==> config.mk <==
export PLATFORM = sky130hd
export DESIGN_NAME = adc_conversion_sequencer
export DESIGN_NICKNAME = d
export VERILOG_FILES = /design/src/rtl/adc_ctrl_pkg.sv /design/src/rtl/comp_synchronizer.sv /design/src/rtl/adc_conversion_sequencer.sv
export SDC_FILE = /design/constraint.sdc
export NUM_CORES = 1
export LEC_CHECK = 0
export ABC_AREA = 1
export CAP_MARGIN = 20
export CELL_PAD_IN_SITES_DETAIL_PLACEMENT = 0
export CELL_PAD_IN_SITES_GLOBAL_PLACEMENT = 1
export CORE_MARGIN = 4
export CORE_UTILIZATION = 38
export DETAILED_ROUTE_END_ITERATION = 7
export HOLD_SLACK_MARGIN = 0.12
export PLACE_DENSITY = 0.72
export SLEW_MARGIN = 0
export SYNTH_ARGS = -nofsm -noshare
export SYNTH_HDL_FRONTEND = slang
export SYNTH_SLANG_ARGS = --single-unit
==> constraint.sdc <==
create_clock -name clk -period 1.89 [get_ports clk]
set_clock_uncertainty 0.1 [all_clocks]
set_input_delay 0.378 -clock clk [delete_from_list [all_inputs] [get_ports clk]]
set_output_delay 0.378 -clock clk [all_outputs]
set_load 0.01 [all_outputs]
==> src/rtl/adc_ctrl_pkg.sv <==
// Shared types and defaults for the ADC conversion sequencer.
// Optional ramp search is controlled by ADC_SEQ_RAMP_EN.
package adc_ctrl_pkg;

  localparam int ADC_DATA_WIDTH     = 8;
  localparam int ADC_SETTLE_DEFAULT = 6250;

  typedef enum logic [1:0] {
    IDLE,
    SETTLE,
    DONE
  } seq_state_t;

  typedef enum logic {
    ALG_SAR  = 1'b0,
    ALG_RAMP = 1'b1
  } adc_alg_t;

endpackage

==> src/rtl/comp_synchronizer.sv <==
// Two-flop synchronizer for the asynchronous comparator input.
// Both flops clear on an asynchronous active-low reset.
module comp_synchronizer (
  input  logic clk,
  input  logic rst_n,
  input  logic d,
  output logic q
);

  logic meta_q;
  logic sync_q;

  always_ff @(posedge clk or negedge rst_n) begin
    if (!rst_n) begin
      meta_q <= 1'b0;
      sync_q <= 1'b0;
    end else begin
      meta_q <= d;
      sync_q <= meta_q;
    end
  end

  assign q = sync_q;

endmodule

==> src/rtl/adc_conversion_sequencer.sv <==
// SAR / linear-ramp conversion sequencer for the R2R DAC and comparator.
// Define ADC_SEQ_RAMP_EN to compile in the ramp search; default is SAR only.
module adc_conversion_sequencer
  import adc_ctrl_pkg::*;
#(
  parameter int DATA_WIDTH    = ADC_DATA_WIDTH,
  parameter int SETTLE_CYCLES = ADC_SETTLE_DEFAULT
) (
  input  logic                  clk,
  input  logic                  reset,
  input  logic                  start,
  input  logic                  algorithm_sel,
  input  logic                  continuous,
  input  logic                  comp_in,
  output logic [DATA_WIDTH-1:0] dac_code,
  output logic [DATA_WIDTH-1:0] result,
  output logic                  result_valid,
  output logic                  busy
);

  localparam int CW = $clog2(SETTLE_CYCLES);
  localparam int IW = $clog2(DATA_WIDTH);
  localparam logic [CW-1:0] CNT_LOAD = CW'(SETTLE_CYCLES - 1);
  localparam logic [IW-1:0] IDX_TOP  = IW'(DATA_WIDTH - 1);
  localparam logic [DATA_WIDTH-1:0] ONE = DATA_WIDTH'(1);
  localparam logic [DATA_WIDTH-1:0] MSB = ONE << IDX_TOP;

  seq_state_t            state_q, state_d;
  logic [CW-1:0]         cnt_q, cnt_d;
  logic [IW-1:0]         idx_q, idx_d;
  logic [DATA_WIDTH-1:0] dac_q, dac_d;
  logic [DATA_WIDTH-1:0] res_q, res_d;
  logic [DATA_WIDTH-1:0] sar_code;
  logic                  launch;
  logic                  comp_s;
`ifdef ADC_SEQ_RAMP_EN
  adc_alg_t              alg_q, alg_d;
`endif

  comp_synchronizer u_sync (
    .clk   (clk),
    .rst_n (reset),
    .d     (comp_in),
    .q     (comp_s)
  );

  always_comb begin
    state_d  = state_q;
    cnt_d    = cnt_q;
    idx_d    = idx_q;
    dac_d    = dac_q;
    res_d    = res_q;
    launch   = 1'b0;
    sar_code = dac_q;
    if (!comp_s) sar_code[idx_q] = 1'b0;
`ifdef ADC_SEQ_RAMP_EN
    alg_d = alg_q;
`endif

    unique case (state_q)
      IDLE: launch = start;
      SETTLE: begin
        if (cnt_q != '0) begin
          cnt_d = cnt_q - CW'(1);
`ifdef ADC_SEQ_RAMP_EN
        end else if (alg_q == ALG_RAMP) begin
          if (comp_s && dac_q != '1) begin
            dac_d = dac_q + ONE;
            cnt_d = CNT_LOAD;
          end else begin
            res_d = comp_s ? '1 :
                    (dac_q == '0) ? '0 : dac_q - ONE;
            state_d = DONE;
          end
`endif
        end else if (idx_q != '0) begin
          dac_d = sar_code | (ONE << (idx_q - IW'(1)));
          idx_d = idx_q - IW'(1);
          cnt_d = CNT_LOAD;
        end else begin
          dac_d   = sar_code;
          res_d   = sar_code;
          state_d = DONE;
        end
      end
      DONE: begin
        launch  = continuous;
        state_d = IDLE;
      end
      default: state_d = IDLE;
    endcase

    // Fresh conversion start, shared by IDLE+start and continuous DONE
    if (launch) begin
      state_d = SETTLE;
      cnt_d   = CNT_LOAD;
      idx_d   = IDX_TOP;
      dac_d   = MSB;
`ifdef ADC_SEQ_RAMP_EN
      alg_d = adc_alg_t'(algorithm_sel);
      if (algorithm_sel) dac_d = '0;
`endif
    end
  end

  always_ff @(posedge clk or negedge reset) begin
    if (!reset) begin
      state_q <= IDLE;
      cnt_q   <= '0;
      idx_q   <= '0;
      dac_q   <= '0;
      res_q   <= '0;
`ifdef ADC_SEQ_RAMP_EN
      alg_q   <= ALG_SAR;
`endif
    end else begin
      state_q <= state_d;
      cnt_q   <= cnt_d;
      idx_q   <= idx_d;
      dac_q   <= dac_d;
      res_q   <= res_d;
`ifdef ADC_SEQ_RAMP_EN
      alg_q   <= alg_d;
`endif
    end
  end

`ifndef ADC_SEQ_RAMP_EN
  logic unused_sel;
  assign unused_sel = algorithm_sel;
`endif

  assign dac_code     = dac_q;
  assign result       = res_q;
  assign result_valid = (state_q == DONE);
  assign busy         = (state_q != IDLE);

endmodule

==> run metrics, run 1 <==
outcome=finished clean; y dimension of the die=83.8 um; highest-count cells in the layout ignoring fill and taps=nand2_1 (77), dfrtp_1 (36), buf_4 (30); Final Hold Slack=0.263 ns; overall fraction of global-route tracks in use=0.159; Final Instance Count excl. Fillers=395; Final period util=0.924; number of storage elements in the synthesis netlist=36; number of vias per cell=4.69; clock latency on the worst-skew pair=0.30 ns; maximum net fanout on the critical path=8; combinational fraction of design power=0.584; CTS buffer count=5; maximum vdd drop=0.752 mV; Final GP Congestion=0.842; I/O Pins=24; synthesized-area fraction occupied by xor and xnor cells=0.00803; classification of the worst-slack hold path=flip-flop to flip-flop; area fraction in and, or, nand and nor cells after synthesis=0.321; number of max-slew violations in the final report=0; unrepaired setup endpoints after global routing=false; final hold violation count=0; relative slew slack=0.684; routed via count=1851; sequential cell area fraction in the yosys report=0.413; leading cell type in the layout, fill and taps excluded=nand2_1; nets in the synthesized netlist=281; power per unit of standard cell area=1630 mW/mm^2; HPWL after DPL=3780 um; total wirelength of the detailed-routed design=4980 um; part of the power in registers=0.286; Register-to-Register Setup Slack=0.14 ns; clock tree from TritonCTS=built; CTS Root Buffer Type=clkbuf_8; leakage power total=0.00135 uW; Post-Synthesis Cells=268; Max Fclk=0.573 GHz; post-route worst setup slack=0.144 ns; Syn Std Cell Area=0.00218 mm^2; switching power=2010 uW; share of total power in the clock network=0.131; switching power as a share of total power=0.442; Buf+Inv Stages, Crit Path=4; synthesis warning total=0; delay contributed by the slowest stage of the critical path=0.38 ns; Worst Tran Pin Value=0.474 ns; final total power=4540 uW; share of cells above drive strength 1=0.223; family with the most delay on the worst path=buffers and inverters; number of port buffers=22; Critical Path, Cell by Cell=inv_1 -> ha_1 -> inv_1 -> nor2_1 -> buf_4 -> nand2_4 -> nor2_4 -> nor2_4 -> buf_12 -> nand2_1 -> o21ai_0; Netlist cell types=33; final design utilization=0.501; shortest clock period the worst path allows after layout=1.75 ns; router iterations before antenna repair=4; Startpoint Class=flip-flop; Worst Path Arrival=1.82 ns; kind of end point of the critical path=flip-flop; relative area change from synthesis to final layout=27.3%; effective utilization at floorplan=0.394; layout net count=335; Worst Path Required=1.96 ns; number of buffers between clock root and the deepest sink=2; total placed cells including tap cells=385; DRC viols=0; floorplan row count=27; clock slew seen by the registers of the worst setup and hold paths=0.08 ns; share of the synthesized area in compound gates (AO/OA/AOI/OAI)=0.142; average wire length per cell after detail routing=12.6 um; average instance area after synthesis=8.14 um^2; via count of the first global-routing pass=1848; arithmetic-cell share of the synthesized area counting full adders, half adders and majority gates=0.0401; residual antenna-violating net count after detailed routing=0; combinational family with the most area after synthesis=simple AND/OR/NAND/NOR gates; maximum number of pins on one net before global-route repair=37; class of the most critical setup path=flip-flop to flip-flop; area of the core region=0.00554 mm^2; Internal Power=2530 uW; number of antenna violations at the first check in global routing=0; initial drt markers=116; number of clock sinks=36; DP Worst Slack=-0.0121 ns; x dimension of the die=83.8 um; die outline area=0.00702 mm^2; post-synthesis mux area share=0; Slowest cell on crit path=dfrtp_1; setup-violating endpoint count in the final report=0; n_diodes=0; wire length of the first global-routing pass=8970 um; level count of the clock H-tree=2; GRT Residual Overflow=0; max_cap viols=0
==> cells in the mapped netlist (all sizes together) <==
library cell	instances	area, um^2
nand2	83	360
dfrtp	36	901
o21ai	32	228
nor2	29	136
inv	26	105
nand3	19	95.1
nand4	9	62.6
buf	7	60.1
ha	7	87.6
a21oi	4	20.0
o22ai	4	31.3
nor3	3	26.3
o21bai	2	15.0
and2	1	6.26
nand3b	1	7.51
o2111ai	1	8.76
o21a	1	7.51
or2	1	6.26
xnor2	1	8.76
xor2	1	8.76
==> worst reg2reg max path, delay by kind of cell, from the launching register on <==
family | cells | cell delay [ns]
adder cells (fa/ha/maj) | 1 | 0.20
flip-flops | 1 | 0.38
AND/OR/NAND/NOR | 5 | 0.38
AO/OA/AOI/OAI | 1 | 0.07
buffers and inverters | 4 | 0.48
==> power by group through the flow <==
stage | combinational (uW) | sequential, uW | clock [uW]
final | 2650 | 1300 | 592
after detailed placement | 2660 | 1310 | 0
after global placement | 2640 | 1320 | 0
after floorplan | 1690 | 1300 | 0
after global routing | 2980 | 1340 | 665
after CTS | 2670 | 1300 | 617
==> path summary, 6_finish.rpt <==
check | start | to | cells past startpoint
max in group asynchronous | reset | result[1]$_DFFE_PN0P_ | 3
max reg2reg | idx_q[0]$_DFFE_PN0P_ | cnt_q[5]$_DFFE_PN0P_ | 11
max | idx_q[0]$_DFFE_PN0P_ | cnt_q[5]$_DFFE_PN0P_ | 11
min in group asynchronous | reset | state_q[1]$_DFFE_PN0P_ | 3
min reg2reg | u_sync.meta_q$_DFF_PN0_ | u_sync.q$_DFF_PN0_ | 0
min | u_sync.meta_q$_DFF_PN0_ | u_sync.q$_DFF_PN0_ | 0
==> metal layers <==
layer	track usage	routed length, um	part of all wire
met2	0.247	2220	0.45
met4	0.0482	70	0.014
met1	0.216	2550	0.51
met5	0	0	0
met3	0.0415	134	0.027
==> repair_timing <==
item                       4_1_cts  5_1_grt
hold endpoints to repair        36        0
hold buffers                     1        0
resized for setup                1        1
buffers inserted                 0        1
setup endpoints to repair        1        1
==> final cells by class <==
type                            instances  area [um^2]
Timing Repair Buffer                   54          472
Clock inverter                          1         7.51
Fill cell                             572         2760
Sequential cell                        36          901
Inverter                               26          105
Clock buffer                            7         86.3
Multi-Input combinational cell        199         1120
Tap cell                               72         90.1
==> sequential cells by signal, summed over array words and instances (netlist names) <==
| name | cells |
|---|---|
| dac_code | 8 |
| u_sync.meta_q | 1 |
| state_q | 2 |
| cnt_q | 13 |
| idx_q | 3 |
| u_sync.q | 1 |
| result | 8 |
==> cells by family (layout without fill, tap and decap cells) <==
group | count (synthesis) | count (layout)
adders and majority gates | 7 | 7
buffers and inverters | 33 | 88
DFF | 36 | 36
and+or+nand+nor | 146 | 146
AOI/OAI and AO/OA | 44 | 44
xor gates and xnor gates | 2 | 2
==> stage by stage <==
| step | cell area, um^2 | setup TNS (ns) |
|---|---|---|
| floorplan | 2180 | 0 |
| global placement | 2670 | 0 |
| detailed placement | 2670 | -0.0146 |
| CTS | 2770 | 0 |
| global route | 2780 | 0 |
| finish | 2780 | 0 |
No activity file was read; power rests on OpenSTA's default activity.
==> inputs of run 2 (changes only) <==
Settings changed: ABC_CLOCK_PERIOD_IN_PS from default to 1890.
==> results of run 2 <==
Same layout as run 1: the final DEF is identical, and so are final timing and power.
==> inputs of run 3 (changes only) <==
--- a/config.mk
+++ b/config.mk
@@ -13,4 +13,5 @@
 export CORE_MARGIN = 4
 export CORE_UTILIZATION = 38
+export CTS_CLUSTER_DIAMETER = 100
 export DETAILED_ROUTE_END_ITERATION = 7
 export HOLD_SLACK_MARGIN = 0.12
--- a/constraint.sdc
+++ b/constraint.sdc
@@ -3,3 +3,3 @@
 set_input_delay 0.378 -clock clk [delete_from_list [all_inputs] [get_ports clk]]
 set_output_delay 0.378 -clock clk [all_outputs]
-set_load 0.01 [all_outputs]
+set_load 0.05 [all_outputs]
==> run 3 against run 2 <==
  * Sequential cell count is the same
  * Combinational power rose by 9.8%
  * Critical endpoint unchanged
  * Design area decreased by 1.0%
  * Global-route usage barely moved
==> run metrics, run 3 (same netlist as run 1, synthesis figures left out) <==
n_diodes=0; family with the most delay on the worst path=buffers and inverters; number of vias per cell=4.72; Internal Power=2560 uW; wire length of the first global-routing pass=9180 um; initial drt markers=117; setup-violating endpoint count in the final report=0; final non-filler cell area=0.00275 mm^2; die outline area=0.00702 mm^2; final design utilization=0.496; relative slew slack=0.671; critical path depth=11; x dimension of the die=83.8 um; number of clock sinks=36; area of the core region=0.00554 mm^2; relative area change from synthesis to final layout=26.0%; router iterations before antenna repair=4; clock latency on the worst-skew pair=0.29 ns; maximum net fanout on the critical path=8; Worst Min Path Start=u_sync.meta_q$_DFF_PN0_; Final Instance Count excl. Fillers=390; leading cell type in the layout, fill and taps excluded=nand2_1; clock tree from TritonCTS=built; layout net count=330; classification of the worst-slack hold path=flip-flop to flip-flop; number of max-slew violations in the final report=0; total of fill cells in the finished design=574; Buf+Inv Stages, Crit Path=4; standard cell area after detailed placement=0.00263 mm^2; highest-count cells in the layout ignoring fill and taps=nand2_1 (77), buf_4 (40), dfrtp_1 (36); level count of the clock H-tree=2; DRC viols=0; Worst Path Arrival=1.81 ns; max_cap viols=0; unrepaired setup endpoints after global routing=false; Final GP Congestion=0.791; total of cells resized after clock tree synthesis=0; class of the most critical setup path=flip-flop to flip-flop; maximum vdd drop=0.890 mV; delay contributed by the slowest stage of the critical path=0.38 ns; cell depth of the worst hold path=0; via count of the first global-routing pass=1933; total wirelength of the detailed-routed design=4970 um; leakage power total=0.00136 uW; shortest clock period the worst path allows after layout=1.74 ns; Worst Path Required=1.96 ns; flip-flop count of the largest register after layout=13; kind of end point of the critical path=flip-flop; clock slew seen by the registers of the worst setup and hold paths=0.08 ns; final hold violation count=0; Slowest cell on crit path=dfrtp_1; Final Hold Slack=0.258 ns; total placed cells including tap cells=381; effective utilization at floorplan=0.394; residual antenna-violating net count after detailed routing=0; CTS Root Buffer Type=clkbuf_8; number of antenna violations at the first check in global routing=0; Critical Path, Cell by Cell=inv_1 -> ha_1 -> inv_1 -> nor2_1 -> buf_4 -> nand2_4 -> nor2_4 -> nor2_4 -> buf_12 -> nand2_1 -> o21ai_0; switching power=2320 uW; number of buffers between clock root and the deepest sink=2; CTS buffer count=5; Worst Tran Pin Value=0.493 ns; Final period util=0.923; maximum number of pins on one net before global-route repair=37; average wire length per cell after detail routing=12.8 um; Worst R2R Start=idx_q[0]$_DFFE_PN0P_; Max Fclk=0.573 GHz; largest register by flop count=cnt_q; Startpoint Class=flip-flop; floorplan row count=27; share of cells above drive strength 1=0.270; part of the power in registers=0.264; outcome=finished clean; number of port buffers=22; share of total power in the clock network=0.141; GRT Residual Overflow=0; y dimension of the die=83.8 um; R2R depth=11; I/O Pins=24; combinational fraction of design power=0.595; Worst setup startpoint=idx_q[0]$_DFFE_PN0P_; routed via count=1842; overall fraction of global-route tracks in use=0.159; HPWL after DPL=3750 um; power per unit of standard cell area=1780 mW/mm^2; switching power as a share of total power=0.476
==> run 3: metrics by stage <==
stage | TNS, ns | total power, uW | setup WS, ns
2_1_floorplan | 0 | 3290 | 0.110
3_3_place_gp | 0 | 4200 | 0.00699
3_5_place_dp | -0.0250 | 4240 | -0.0143
4_1_cts | 0 | 4940 | 0.124
5_1_grt | 0 | 5350 | 0.0109
6_report | 0 | 4890 | 0.146
==> run 3: final timing paths <==
path / slack (ns) / end
max: 0.15 / cnt_q[5]$_DFFE_PN0P_
min: 0.26 / u_sync.q$_DFF_PN0_
max reg2reg: 0.15 / cnt_q[5]$_DFFE_PN0P_
min reg2reg: 0.26 / u_sync.q$_DFF_PN0_
max in group asynchronous: 0.78 / cnt_q[3]$_DFFE_PN0P_
min in group asynchronous: 0.57 / state_q[1]$_DFFE_PN0P_
==> run 3: layer usage <==
metal / vias to the layer above / global-route usage / wire length, um
li1: 971 / - / -
met1: 846 / 0.215 / 2550
met2: 21 / 0.257 / 2240
met3: 4 / 0.0365 / 129
met4: 0 / 0.0395 / 53
met5: - / 0 / 0
==> run 3: power by group through the flow <==
stage	clock, uW	combinational, uW	sequential (uW)
floorplan	0	1720	1570
global placement	0	2890	1310
detailed placement	0	2930	1310
CTS	711	2940	1290
global route	757	3250	1340
finish	690	2910	1290
==> run 3: final cells by class <==
| type | instances | area (um^2) | share of cell area |
|---|---|---|---|
| Tap cell | 72 | 90.1 | 0.0328 |
| Clock buffer | 5 | 68.8 | 0.0250 |
| Timing Repair Buffer | 49 | 425 | 0.155 |
| Inverter | 26 | 105 | 0.0382 |
| Sequential cell | 36 | 901 | 0.328 |
| Multi-Input combinational cell | 199 | 1120 | 0.406 |
| Clock inverter | 3 | 42.5 | 0.0155 |
==> run 3: what timing repair did <==
action,in CTS,in global routing
hold buffers,1,0
hold endpoints to repair,36,0
setup buffers,0,0
